**src/rtl/digipot_sched.sv**
```systemverilog
// digipot_sched: shadows three 8-bit wiper codes and schedules serial-writer transfers
// round-robin over the dirty channels (IDLE -> SETUP -> XFER -> GAP). Outputs are registered.
// Optional build macro DIGIPOT_REFRESH_EN adds a periodic refresh that re-dirties all channels.
module digipot_sched #(
  parameter int         XFER_CYCLES    = 40,
  parameter int         GAP_CYCLES     = 4,
  parameter logic [7:0] RESET_CODE     = 8'h80,
  parameter int         REFRESH_CYCLES = 50_000_000
) (
  input  logic       clk,
  input  logic       rst,
  input  logic       wr_en,
  input  logic [1:0] wr_addr,
  input  logic [7:0] wr_data,
  output logic [1:0] mux,
  output logic [7:0] dato,
  output logic       ctrl,
  output logic       busy,
  output logic       done,
  output logic [2:0] pending
);

  // One counter width covers every timed interval so none of them can wrap.
  localparam int CNT_MAX_XG = (XFER_CYCLES > GAP_CYCLES) ? XFER_CYCLES : GAP_CYCLES;
  localparam int CNT_MAX    = (CNT_MAX_XG > REFRESH_CYCLES) ? CNT_MAX_XG : REFRESH_CYCLES;
  localparam int CW         = $clog2(CNT_MAX + 1);

  typedef enum logic [1:0] {IDLE, SETUP, XFER, GAP} state_t;

  state_t        state;
  logic [CW-1:0] cnt;
  logic [1:0]    rr_ptr;     // first channel examined by the next search
  logic [7:0]    shadow [0:2];
  logic [1:0]    sel;
  logic [2:0]    cand;
  logic [2:0]    wr_set;
  logic [2:0]    svc_clr;
  logic          ref_tick;

`ifdef DIGIPOT_REFRESH_EN
  logic [CW-1:0] ref_cnt;

  assign ref_tick = (ref_cnt == CW'(REFRESH_CYCLES - 1));

  // Free-running refresh period counter; wraps on the tick.
  always_ff @(posedge clk) begin
    if (rst) ref_cnt <= '0;
    else     ref_cnt <= ref_tick ? '0 : ref_cnt + 1'b1;
  end
`else
  assign ref_tick = 1'b0;
`endif

  // Round-robin pick: the first dirty channel at or after rr_ptr (iterating
  // backwards so the nearest candidate is the last, winning assignment).
  always_comb begin
    sel  = rr_ptr;
    cand = 3'd0;
    for (int i = 2; i >= 0; i--) begin
      cand = {1'b0, rr_ptr} + 3'(i);
      if (cand >= 3'd3) cand = cand - 3'd3;
      if (pending[cand[1:0]]) sel = cand[1:0];
    end
  end

  // Dirty-flag set/clear requests for this edge; a set on the same edge as the
  // service clear wins, so a write to the channel just picked is not lost.
  always_comb begin
    wr_set  = 3'b000;
    svc_clr = 3'b000;
    if (wr_en && wr_addr != 2'd3) wr_set[wr_addr] = 1'b1;
    if (state == IDLE && |pending) svc_clr[sel] = 1'b1;
  end

  // Shadow registers and dirty flags; writes to address 3 are dropped.
  always_ff @(posedge clk) begin
    if (rst) begin
      for (int i = 0; i < 3; i++) shadow[i] <= RESET_CODE;
      pending <= 3'b111;
    end else begin
      if (wr_en && wr_addr != 2'd3) shadow[wr_addr] <= wr_data;
      pending <= (pending & ~svc_clr) | wr_set | {3{ref_tick}};
    end
  end

  // Transfer sequencer with registered outputs; mux/dato are only loaded on
  // the IDLE->SETUP edge so they stay frozen for the whole transfer.
  always_ff @(posedge clk) begin
    if (rst) begin
      state  <= IDLE;
      cnt    <= '0;
      rr_ptr <= 2'd0;
      mux    <= 2'd0;
      dato   <= 8'd0;
      ctrl   <= 1'b1;
      busy   <= 1'b0;
      done   <= 1'b0;
    end else begin
      done <= 1'b0;
      case (state)
        IDLE: begin
          if (|pending) begin
            state  <= SETUP;
            mux    <= sel;
            dato   <= shadow[sel];
            rr_ptr <= (sel == 2'd2) ? 2'd0 : sel + 2'd1;
            busy   <= 1'b1;
            ctrl   <= 1'b1;
          end
        end
        SETUP: begin
          state <= XFER;
          ctrl  <= 1'b0;
          cnt   <= '0;
        end
        XFER: begin
          if (cnt == CW'(XFER_CYCLES - 1)) begin
            state <= GAP;
            ctrl  <= 1'b1;
            cnt   <= '0;
            done  <= (GAP_CYCLES == 1);
          end else begin
            cnt <= cnt + 1'b1;
          end
        end
        GAP: begin
          if (cnt == CW'(GAP_CYCLES - 1)) begin
            state <= IDLE;
            busy  <= 1'b0;
            cnt   <= '0;
          end else begin
            cnt  <= cnt + 1'b1;
            // raise done so it is visible during the final gap cycle
            done <= (cnt == CW'(GAP_CYCLES - 2));
          end
        end
        default: state <= IDLE;
      endcase
    end
  end

endmodule

```
**config.mk**
```make
export PLATFORM = sky130hd
export DESIGN_NAME = digipot_sched
export DESIGN_NICKNAME = d
export VERILOG_FILES = /design/src/rtl/digipot_sched.sv
export SDC_FILE = /design/constraint.sdc
export NUM_CORES = 1
export LEC_CHECK = 0
export ABC_CLOCK_PERIOD_IN_PS = 2400
export CAP_MARGIN = 15
export CORE_UTILIZATION = 50
export CTS_CLUSTER_DIAMETER = 200
export DETAILED_ROUTE_END_ITERATION = 12
export PLACE_DENSITY = 0.72
export SYNTH_ARGS = -nofsm -noshare
export SYNTH_HDL_FRONTEND = slang
export SYNTH_SLANG_ARGS = --single-unit
```
**constraint.sdc**
```tcl
create_clock -name clk -period 2.4 [get_ports clk]
set_input_delay 0.24 -clock clk [delete_from_list [all_inputs] [get_ports clk]]
set_output_delay 0.24 -clock clk [all_outputs]
set_load 0.02 [all_outputs]
```
==> results.cfg <==
[die]
fp.coreArea_um2 = 7810
die_w_um = 92.2
row_count = 32
dieHeight_um = 92.2
ios = 29
initial_core_util_pct = 52.1
die-area_um2 = 8510

[timing]
setup_viol = 0
relSlewSlack_pct = 45.2
worstMarginPinSlew_ps = 822
timing.final.crit_share_pct = 92.2
setup_ws_ps = 187
fmaxAchievable_ghz = 0.452
finalMaxSlewViolations = 0
skew_ps = 13.9
finalHoldViolCount = 0
whs_ps = 476
finalCriticalPeriod_ps = 2210
rsz0062_at_grt = false
tns_ps = 0

[clock_network]
clk_pin_slew_ps = 80
cts.sinks = 78
htree_levels = 3
cts_root_buf = clkbuf_8
numCtsBuffers = 9
clk_latency_ps = 360
tritoncts = yes
cts_buffer_depth = 2
postCtsSetupBuffers = 0

[synth]
synth.area.mux_share_pct = 4.67
synth_compound_area_share_pct = 13.4
synth_top_family_by_area = simple AND/OR/NAND/NOR gates
synth-main-ff-cell = dfxtp_1
synth.distinct_cells = 61
synthCells = 430
synth_warnings = 0
ys_ff_latch = 78
synth-edff-count = 32
synthArstFlopShare_pct = 0
seq_area_frac_synth_pct = 46.2
yosys.area_share.simple_pct = 28.5
synth_xor_xnor_area_share_pct = 0
synth-adder-area-share_pct = 2.77
syn-cell-area_um2 = 4070
avgSynthCellArea_um2 = 9.47

[drt]
drt_first_iter_violations = 200
wirelength_um = 9320
vias_per_cell = 5.99
ant_nets = 0
drtPass1Iterations = 5
wl_per_cell_um = 16.1
routed-via-count = 3454
drc = 0

[global_route]
grt_pass1_vias = 3171
grt_use_total_pct = 22.8
grt_max_degree = 22
antenna_found_initial = 0
grt_pass1_wl_um = 15200
globalRouteOverflowTotal = 0

[pwr]
p_leak_nw = 1.64
vdd_drop_max_v = 0.000621
power_density_nw_per_um2 = 1060
total_power_w = 0.00508

[final_layout]
final_common_cell = nand2_1
area_growth_pct = 17.1
drive_above_1_share_pct = 10.5
layout_common_cells = nand2_1, dfxtp_1, edfxtp_1
num_antenna_cells = 0
fin_nets = 492

[run_status]
status = finished, final reports clean

[setup_path]
cpMostUsedCell = or3_1
cp_cell_sequence = ha_2 > nand3_1 > or3_1 > nor2_4 > nand4_1 > or3_1 > a31oi_1
slowest_delay_ps = 540
crit_arrival_ps = 2490
cp_max_fo = 7
crit_path_end_kind = flip-flop
cp_slowest_cell = or3_1
critPathLaunchType = flip-flop
crit_type = flip-flop to flip-flop
cp.required_ps = 2680

[min_path]
hp-class = flip-flop to flip-flop

[place]
port_buffers = 28
pre_cts_ws_ps = 52.0
place_hpwl_um = 6370
gp_congestion = 0.847

[run]
maxCapViolations = 0
[critical path: cells and delay by family (launching register included)]
family          cells  cell delay [ps]
simple gates        5             1280
flops               1              410
fa+ha+maj           1              280
compound gates      1              160
[cell usage after synthesis (9+ instances only)]
master | n | area, um2
nand2_1 | 54 | 203
dfxtp_1 | 46 | 921
edfxtp_1 | 32 | 961
and2_1 | 24 | 150
nand3_1 | 23 | 115
nor2_1 | 22 | 82.6
mux2i_1 | 19 | 190
or3_1 | 16 | 100
a31oi_1 | 14 | 87.6
a21oi_1 | 12 | 60.1
nand2b_1 | 12 | 75.1
o221ai_1 | 12 | 105
clkbuf_1 | 11 | 41.3
nand4_1 | 11 | 68.8
ha_1 | 9 | 113
inv_1 | 9 | 33.8
nor4_1 | 9 | 56.3
o21ai_0 | 9 | 45.0
[final timing paths]
check	from	endpoint	slack [ps]	cells after the start
hold / removal	mux[1]	mux[1]	480	2
setup / recovery	cnt[1]	cnt[20]	190	7
setup reg to reg	cnt[1]	cnt[20]	190	7
hold reg to reg	mux[1]	mux[1]	480	2
[timing repair]
action                     CTS  global route
hold buffers                 0             0
resized for setup            0             5
setup endpoints to repair    0            10
[state kept, by name, summed over array words and instances, names as in the netlist]
| register | flops |
|---|---|
| dato | 8 |
| cnt | 26 |
| shadow | 32 |
| state | 2 |
| pending | 3 |
| rr_ptr | 2 |
| done | 1 |
| ctrl | 1 |
| busy | 1 |
| mux | 2 |
[cell type report]
| cell class | count | area, um2 |
|---|---|---|
| Inverter | 10 | 37.5 |
| Tap cell | 102 | 128 |
| Clock buffer | 10 | 128 |
| Fill cell | 664 | 3040 |
| Multi-Input combinational cell | 325 | 2060 |
| Clock inverter | 6 | 95.1 |
| Timing Repair Buffer | 46 | 440 |
| Sequential cell | 78 | 1880 |
[layer usage]
layer	GRT usage [%]	vias up	routed length [um]
li1	-	1683	-
met1	31.4	1661	4490
met2	36.1	95	4350
met3	3.98	15	325
met4	8.20	0	153
met5	0	-	0
[cell families (layout without fill, tap and decap cells)]
| kind of cell | Yosys count | in the layout |
|---|---|---|
| compound gates | 77 | 77 |
| fa+ha+maj | 9 | 9 |
| buf+inv | 34 | 72 |
| flops | 78 | 78 |
| mux | 19 | 19 |
| other cells | 1 | 8 |
| simple gates | 212 | 212 |
[per-stage QoR]
step,cells,area [um2],utilization (%)
global placement,561,4530,58.0
floorplan,437,4100,-
finish,577,4770,61.1
detailed placement,561,4530,58.0
global route,577,4770,61.1
CTS,577,4750,60.8
[where the power goes]
part | switching, W | leakage (nW) | internal, W
Sequential | 0.000144 | 0.687 | 0.00155
Clock | 0.000513 | 0.105 | 0.000595
Combinational | 0.00125 | 0.847 | 0.00102
Total | 0.00191 | 1.64 | 0.00317
No activity file was read; power rests on OpenSTA's default activity.
